### config.mk
export PLATFORM = sky130hd
export DESIGN_NAME = timer_counter
export DESIGN_NICKNAME = d
export VERILOG_FILES = /design/src/rtl/timer_counter.sv
export SDC_FILE = /design/constraint.sdc
export NUM_CORES = 1
export LEC_CHECK = 0
export CORE_UTILIZATION = 35
export CTS_CLUSTER_SIZE = 8
export DETAILED_ROUTE_END_ITERATION = 12
export GPL_TIMING_DRIVEN = 1
export PLACE_DENSITY = 0.68
export SLEW_MARGIN = 5
export SYNTH_ARGS = -nofsm -noshare
export SYNTH_HDL_FRONTEND = slang
export SYNTH_SLANG_ARGS = --single-unit
### constraint.sdc
create_clock -name clk -period 2.8 [get_ports clk]
set_clock_uncertainty 0.05 [all_clocks]
set_input_delay 0.7 -clock clk [delete_from_list [all_inputs] [get_ports clk]]
set_output_delay 0.7 -clock clk [all_outputs]
set_load 0.05 [all_outputs]
### src/rtl/timer_counter.sv
// Memory-mapped countdown timer with one-shot and auto-reload modes driving a CP0 HWInt line.
// Define TIMER_PRESCALE_EN to slow the count by PRESCALE clock cycles per decrement.
module timer_counter #(
    parameter int unsigned PRESCALE = 4
) (
    input  logic        clk,
    input  logic        reset,
    input  logic [1:0]  addr,
    input  logic        we,
    input  logic [31:0] din,
    output logic [31:0] dout,
    output logic        irq
);

    localparam logic [1:0] AddrCtrl   = 2'd0;
    localparam logic [1:0] AddrPreset = 2'd1;
    localparam logic [1:0] AddrCount  = 2'd2;

    typedef enum logic [1:0] {StIdle, StLoad, StCnt, StInt} state_e;

    state_e      state_q;
    logic        im_q;
    logic [1:0]  mode_q;
    logic        enable_q;
    logic [31:0] preset_q;
    logic [31:0] count_q;
    logic        pending_q;

    logic ctrl_wr;
    logic preset_wr;
    logic tick;

    assign ctrl_wr   = we && (addr == AddrCtrl);
    assign preset_wr = we && (addr == AddrPreset);

`ifdef TIMER_PRESCALE_EN
    localparam int unsigned    PsW    = (PRESCALE > 1) ? $clog2(PRESCALE) : 1;
    localparam logic [PsW-1:0] PsLast = PsW'(PRESCALE - 1);

    logic [PsW-1:0] ps_q;

    assign tick = (ps_q == PsLast);

    always_ff @(posedge clk) begin
        if (reset) begin
            ps_q <= '0;
        end else if (state_q == StLoad) begin
            ps_q <= '0;
        end else if (state_q == StCnt && enable_q) begin
            ps_q <= tick ? '0 : ps_q + PsW'(1);
        end
    end
`else
    // Always true for any legal PRESCALE: decrement on every CNT cycle.
    assign tick = (PRESCALE != 0);
`endif

    // Bus writes are applied first; later FSM assignments override them, so a terminal set
    // of pending beats a same-cycle write clear.
    always_ff @(posedge clk) begin
        if (reset) begin
            state_q   <= StIdle;
            im_q      <= 1'b0;
            mode_q    <= 2'b00;
            enable_q  <= 1'b0;
            preset_q  <= 32'd0;
            count_q   <= 32'd0;
            pending_q <= 1'b0;
        end else begin
            if (ctrl_wr) begin
                im_q      <= din[3];
                mode_q    <= din[2:1];
                enable_q  <= din[0];
                pending_q <= 1'b0;
            end
            if (preset_wr) begin
                preset_q  <= din;
                pending_q <= 1'b0;
            end

            case (state_q)
                StIdle: begin
                    if (enable_q) state_q <= StLoad;
                end
                StLoad: begin
                    count_q <= preset_q;
                    state_q <= StCnt;
                end
                StCnt: begin
                    if (!enable_q) begin
                        state_q <= StIdle;
                    end else if (tick) begin
                        if (count_q <= 32'd1) begin
                            count_q   <= 32'd0;
                            pending_q <= 1'b1;
                            state_q   <= StInt;
                        end else begin
                            count_q <= count_q - 32'd1;
                        end
                    end
                end
                StInt: begin
                    if (mode_q == 2'b01) begin
                        pending_q <= 1'b0;
                        state_q   <= StLoad;
                    end else begin
                        // A software CTRL write in the same cycle keeps its Enable value.
                        if (!ctrl_wr) enable_q <= 1'b0;
                        state_q <= StIdle;
                    end
                end
                default: state_q <= StIdle;
            endcase
        end
    end

    always_comb begin
        dout = 32'd0;
        case (addr)
            AddrCtrl:   dout = {28'd0, im_q, mode_q, enable_q};
            AddrPreset: dout = preset_q;
            AddrCount:  dout = count_q;
            default:    dout = 32'd0;
        endcase
    end

    assign irq = im_q & pending_q;

endmodule

# Word-level counts from Yosys, hierarchy flattened
# Cells that the tools add are included.
# W data, S select, Z words.
[op_classes]
n_eq_ne = 9
n_lt_le_gt_ge = 1
n_reduce_logical = 7
addsub = 1
muxes = 19
bitwise_logic = 1
[ops]
columns = ["op", "n"]
rows = [
  ["$pmux W32 S3", 1],
  ["$mux W32", 2],
  ["$pmux W32 S2", 1],
  ["$le A32 B1 Y1 const B", 1],
  ["$sub A32 B1 Y32 const B", 1],
  ["$mux W1", 10],
  ["$pmux W2 S4", 1],
  ["$eq A2 B1 Y1 const B", 3],
  ["$eq A2 B2 Y1 const B", 3],
  ["$mux W2", 3],
  ["$logic_not A2 Y1", 2],
  ["$ne A2 B2 Y1 const B", 2],
  ["$reduce_and A2 Y1", 2],
  ["$ne A3 B3 Y1 const B", 1],
  ["$logic_and A1 B1 Y1", 2],
  ["$pmux W1 S2", 1],
  ["$reduce_bool A2 Y1", 1],
  ["$and A1 B1 Y1", 1],
]
[totals]
ff_bits = 71
elab_cells = 45
out_inout_bits = 33

# Logic depth before layout (Yosys ltp)
[logic_depth]
ltp_word = 7
mapped_depth = 9
ltp_nobuf = 7

# Least setup slack after synthesis
# OpenSTA, ideal clock, no wires.
[synth_timing]
kind = "in2out"
start = "input addr[0]"
end = "output dout[10]"
path_stages = 5
t_arrival_ps = 2235
n_path_buf = 3
required_ps = 2050
setup_slack_ps = -185
cell_sequence = "clkbuf_1 > nor2b_1 > clkbuf_1 > buf_1 > a22o_1"
[synth_between]
elab_chain_cells = 2
word_cells_on_any_way = 4
classes_between = "eq/ne (2); mux (1); reduce/logical (1)"
[synth_lines]
columns = ["element", "line_no", "text"]
rows = [
  ["from (decl)", "8", "input logic [1:0] addr,"],
  ["$eq A2 B2 Y1, or another cell as far along", "119", "case (addr)"],
  ["$pmux W32 S3 (*)", "119", ""],
  ["to (decl)", "11", "output logic [31:0] dout,"],
]
# Every way passes the cells marked *; elsewhere a longest branch is shown, timed or not.

# Worst setup path in the final report
[layout_timing]
start = "input addr[1]"
end = "output dout[9]"
# The elaborated chain is that of the path after synthesis.

==> impl_metrics.toml <==
[status]
status = "finished, final reports clean"

[sta]
finalSetupViolCount = 0
fin_crit_ps = 2760
timing.hold.ws_ps = 420
fin_crit_sh_pct = 98.5
relSlewSlack_pct = 22.8
fmax_mhz = 362
tightestPinTransition_ps = 1160
drv_slew = 0
rsz0062_at_grt = "yes"
hold_viol_final = 0

[worst_setup_path]
worstReg2RegStart = "count_q[17]"
cpLargestDelayFamily = "buffers and inverters"
endpoint_kind = "primary output"
crit_buf_inv = 4
max_stage_delay_ps = 420
path_class = "input port to primary output"
path_cells = "clkdlybuf4s50_1, buf_4, nor2b_2, buf_12, a22o_1, buf_12"
crit_top_cell = "buf_12"
rr_worst_depth = 6
start_kind = "input port"
worst-path-max-fanout = 30
r2r_slack_ps = 360
cp.required_ps = 2050
cp_data_arrival_time_ps = 2010
r2r_end = "count_q[31]"
slowest_stage = "clkdlybuf4s50_1"

[hold_path]
hold_path_depth = 2
min_path_type = "flop to flop"
worstHoldEndpoint = "preset_q[31]"
hold_start = "preset_q[31]"

[placed_design]
place_inst = 729
place_congestion = 0.879
io_buffer_count = 69
place_hpwl_mm = 9.03
postPlaceCellArea_um2 = 5360

[synth]
syn_nets = 580
synth_edf_count = 0
ys_types = 54
ys_warn_count = 0
synthArstFlopShare_pct = 0
seq_area_frac_synth_pct = 34.8
synth_area_per_cell_um2 = 7.56
synth_area_um2 = 4090
ys.flop_type = "dfxtp_1"
synth.area.top_cells = "dfxtp_1 (35%), nand2_1 (8.4%), a21oi_1 (7.1%), a22o_1 (6.0%), o21ai_0 (5.1%)"
ys_ff_latch = 71
yosys.area.top_type = "dfxtp_1"
syn_inst = 541
synth_top_cell_area_share_pct = 34.8

[floorplan]
rows = 39
pin_count = 70
die_area_um2 = 12100
start_util_pct = 35.8
coreArea_um2 = 11400
die_h_um = 110
die_x_um = 110

[drt]
first_iter_violations = 339
drc = 0
routedWlPerCell_um = 17.5
dr.pass1.iters = 5
totalWireLength_mm = 13.0
ant_nets = 0
routed-via-count = 4379
post_drt_via_cell_ratio = 5.88

[cells_and_area]
syn_to_final_growth_pct = 38.6
final_cells = 745
antenna_cells = 0
layout.nets = 636
layout-drive-gt1-share_pct = 18.1
final_area_um2 = 5670

[cts]
hold_buffers = 0
cts-root-buf = "clkbuf_16"
htreeDepth = 3
cts_tree = "done"
cts_sinks = 71
cts_resized = 0
cts.path.max_buffers = 2
clock_latency_ps = 340
path_clk_slew_ps = 50
numCtsBuffers = 9
cts_setup_buffers = 0

[power]
p_total_mw = 2.78
p_leak_nw = 2.07
power.density_nw_per_um2 = 490
ir_drop_v = 0.000271

[global_routing]
overflow = 0
grtUsageTotal_pct = 22.7
grt_max_degree = 39
grt_pass1_wl_mm = 21.3
antenna_found_initial = 0
first_global_vias = 4346

[run]
drv_cap = 0
[how the worst max path moves through the flow]
stage               endpoint  depth (start not counted)     from  slack (ps)
finish               dout[9]                          6  addr[1]          40
global route         dout[6]                          6  addr[1]         -20
CTS                 dout[15]                          6  addr[1]          40
detailed placement  dout[15]                          6  addr[1]          50
global placement     dout[3]                          6  addr[1]          50
floorplan            dout[0]                          6  addr[0]          20
[synthesized netlist by cell type, types with 3 or more instances]
cell / number
a22o_1: 28
o31ai_1: 4
o211ai_1: 7
nor4_1: 9
a21oi_1: 58
mux2i_1: 10
buf_1: 4
nor2_1: 32
nand3_1: 25
nand4b_1: 3
o21a_1: 3
inv_1: 10
a221oi_1: 6
clkbuf_1: 43
dfxtp_1: 71
o21ai_0: 42
buf_6: 3
nand2b_1: 5
a211oi_1: 26
nand2_1: 91
or4_1: 6
nor3_1: 6
nor2b_1: 5
[state kept, by name (all words and copies together) (netlist names)]
register   cells
preset_q      32
pending_q      1
enable_q       1
state_q        2
count_q       32
mode_q         2
im_q           1
[power breakdown]
part,switching (mW),internal (mW)
combinational,0.317,0.231
clock,0.462,0.691
sequential,0.0369,1.04
total,0.816,1.96
[kinds of logic after synthesis]
family          share of synthesized area, %
fa+ha+maj                              0.612
simple gates                            24.8
xor+xnor                               0.428
buf+inv                                 6.30
compound gates                          30.6
flops                                   34.8
mux                                     2.45
[metal layers]
layer	wire, µm	GRT usage, %	part of all wire, %
met1	5740	28.8	44
met2	6260	37.2	48
met3	862	5.29	6.6
met4	176	9.02	1.4
met5	0	0	0
[worst min-delay path, stage by stage (launching register included)]
cell,delay (ps)
dfxtp_1,320
nand2_1,50
a21oi_1,50
[placed cells by master, fill, tap and decap left out, types with 3 or more instances in the layout]
master and n:
nand2b_1 5, o31ai_1 4, o21ai_0 38, nor2_1 32
inv_1 10, nor2b_1 3, a211oi_1 26, a22o_2 16
buf_4 25, nor3_1 6, a22o_1 7, a21oi_1 58
nand4b_1 3, nor4_1 9, mux2i_1 10, a221oi_1 6
or4_1 6, buf_12 35, o211ai_1 7, dfxtp_1 71
nand2_1 91, nand3_1 25, a22o_4 5, clkdlybuf4s50_1 36
o21a_1 3, clkbuf_16 9, o21ai_1 4
[through the flow]
stage                     TNS (ps)  utilization (%)  setup WS, ps
after floorplan                  0                -          16.6
after global placement           0             47.0          46.1
after detailed placement         0             47.0          50.7
after CTS                        0             49.6          41.5
after global routing         -81.5             49.6         -21.7
final                            0             49.6          40.8
[layout make-up]
cell class / instances / area, µm²
clock buffer: 9 / 225
clock inverter: 7 / 72.6
fill: 1087 / 5750
inverter: 10 / 37.5
multi-input combinational: 408 / 2480
sequential: 71 / 1420
tap: 143 / 179
timing repair buffer: 97 / 1250
Power figures use the tool's default switching activity.
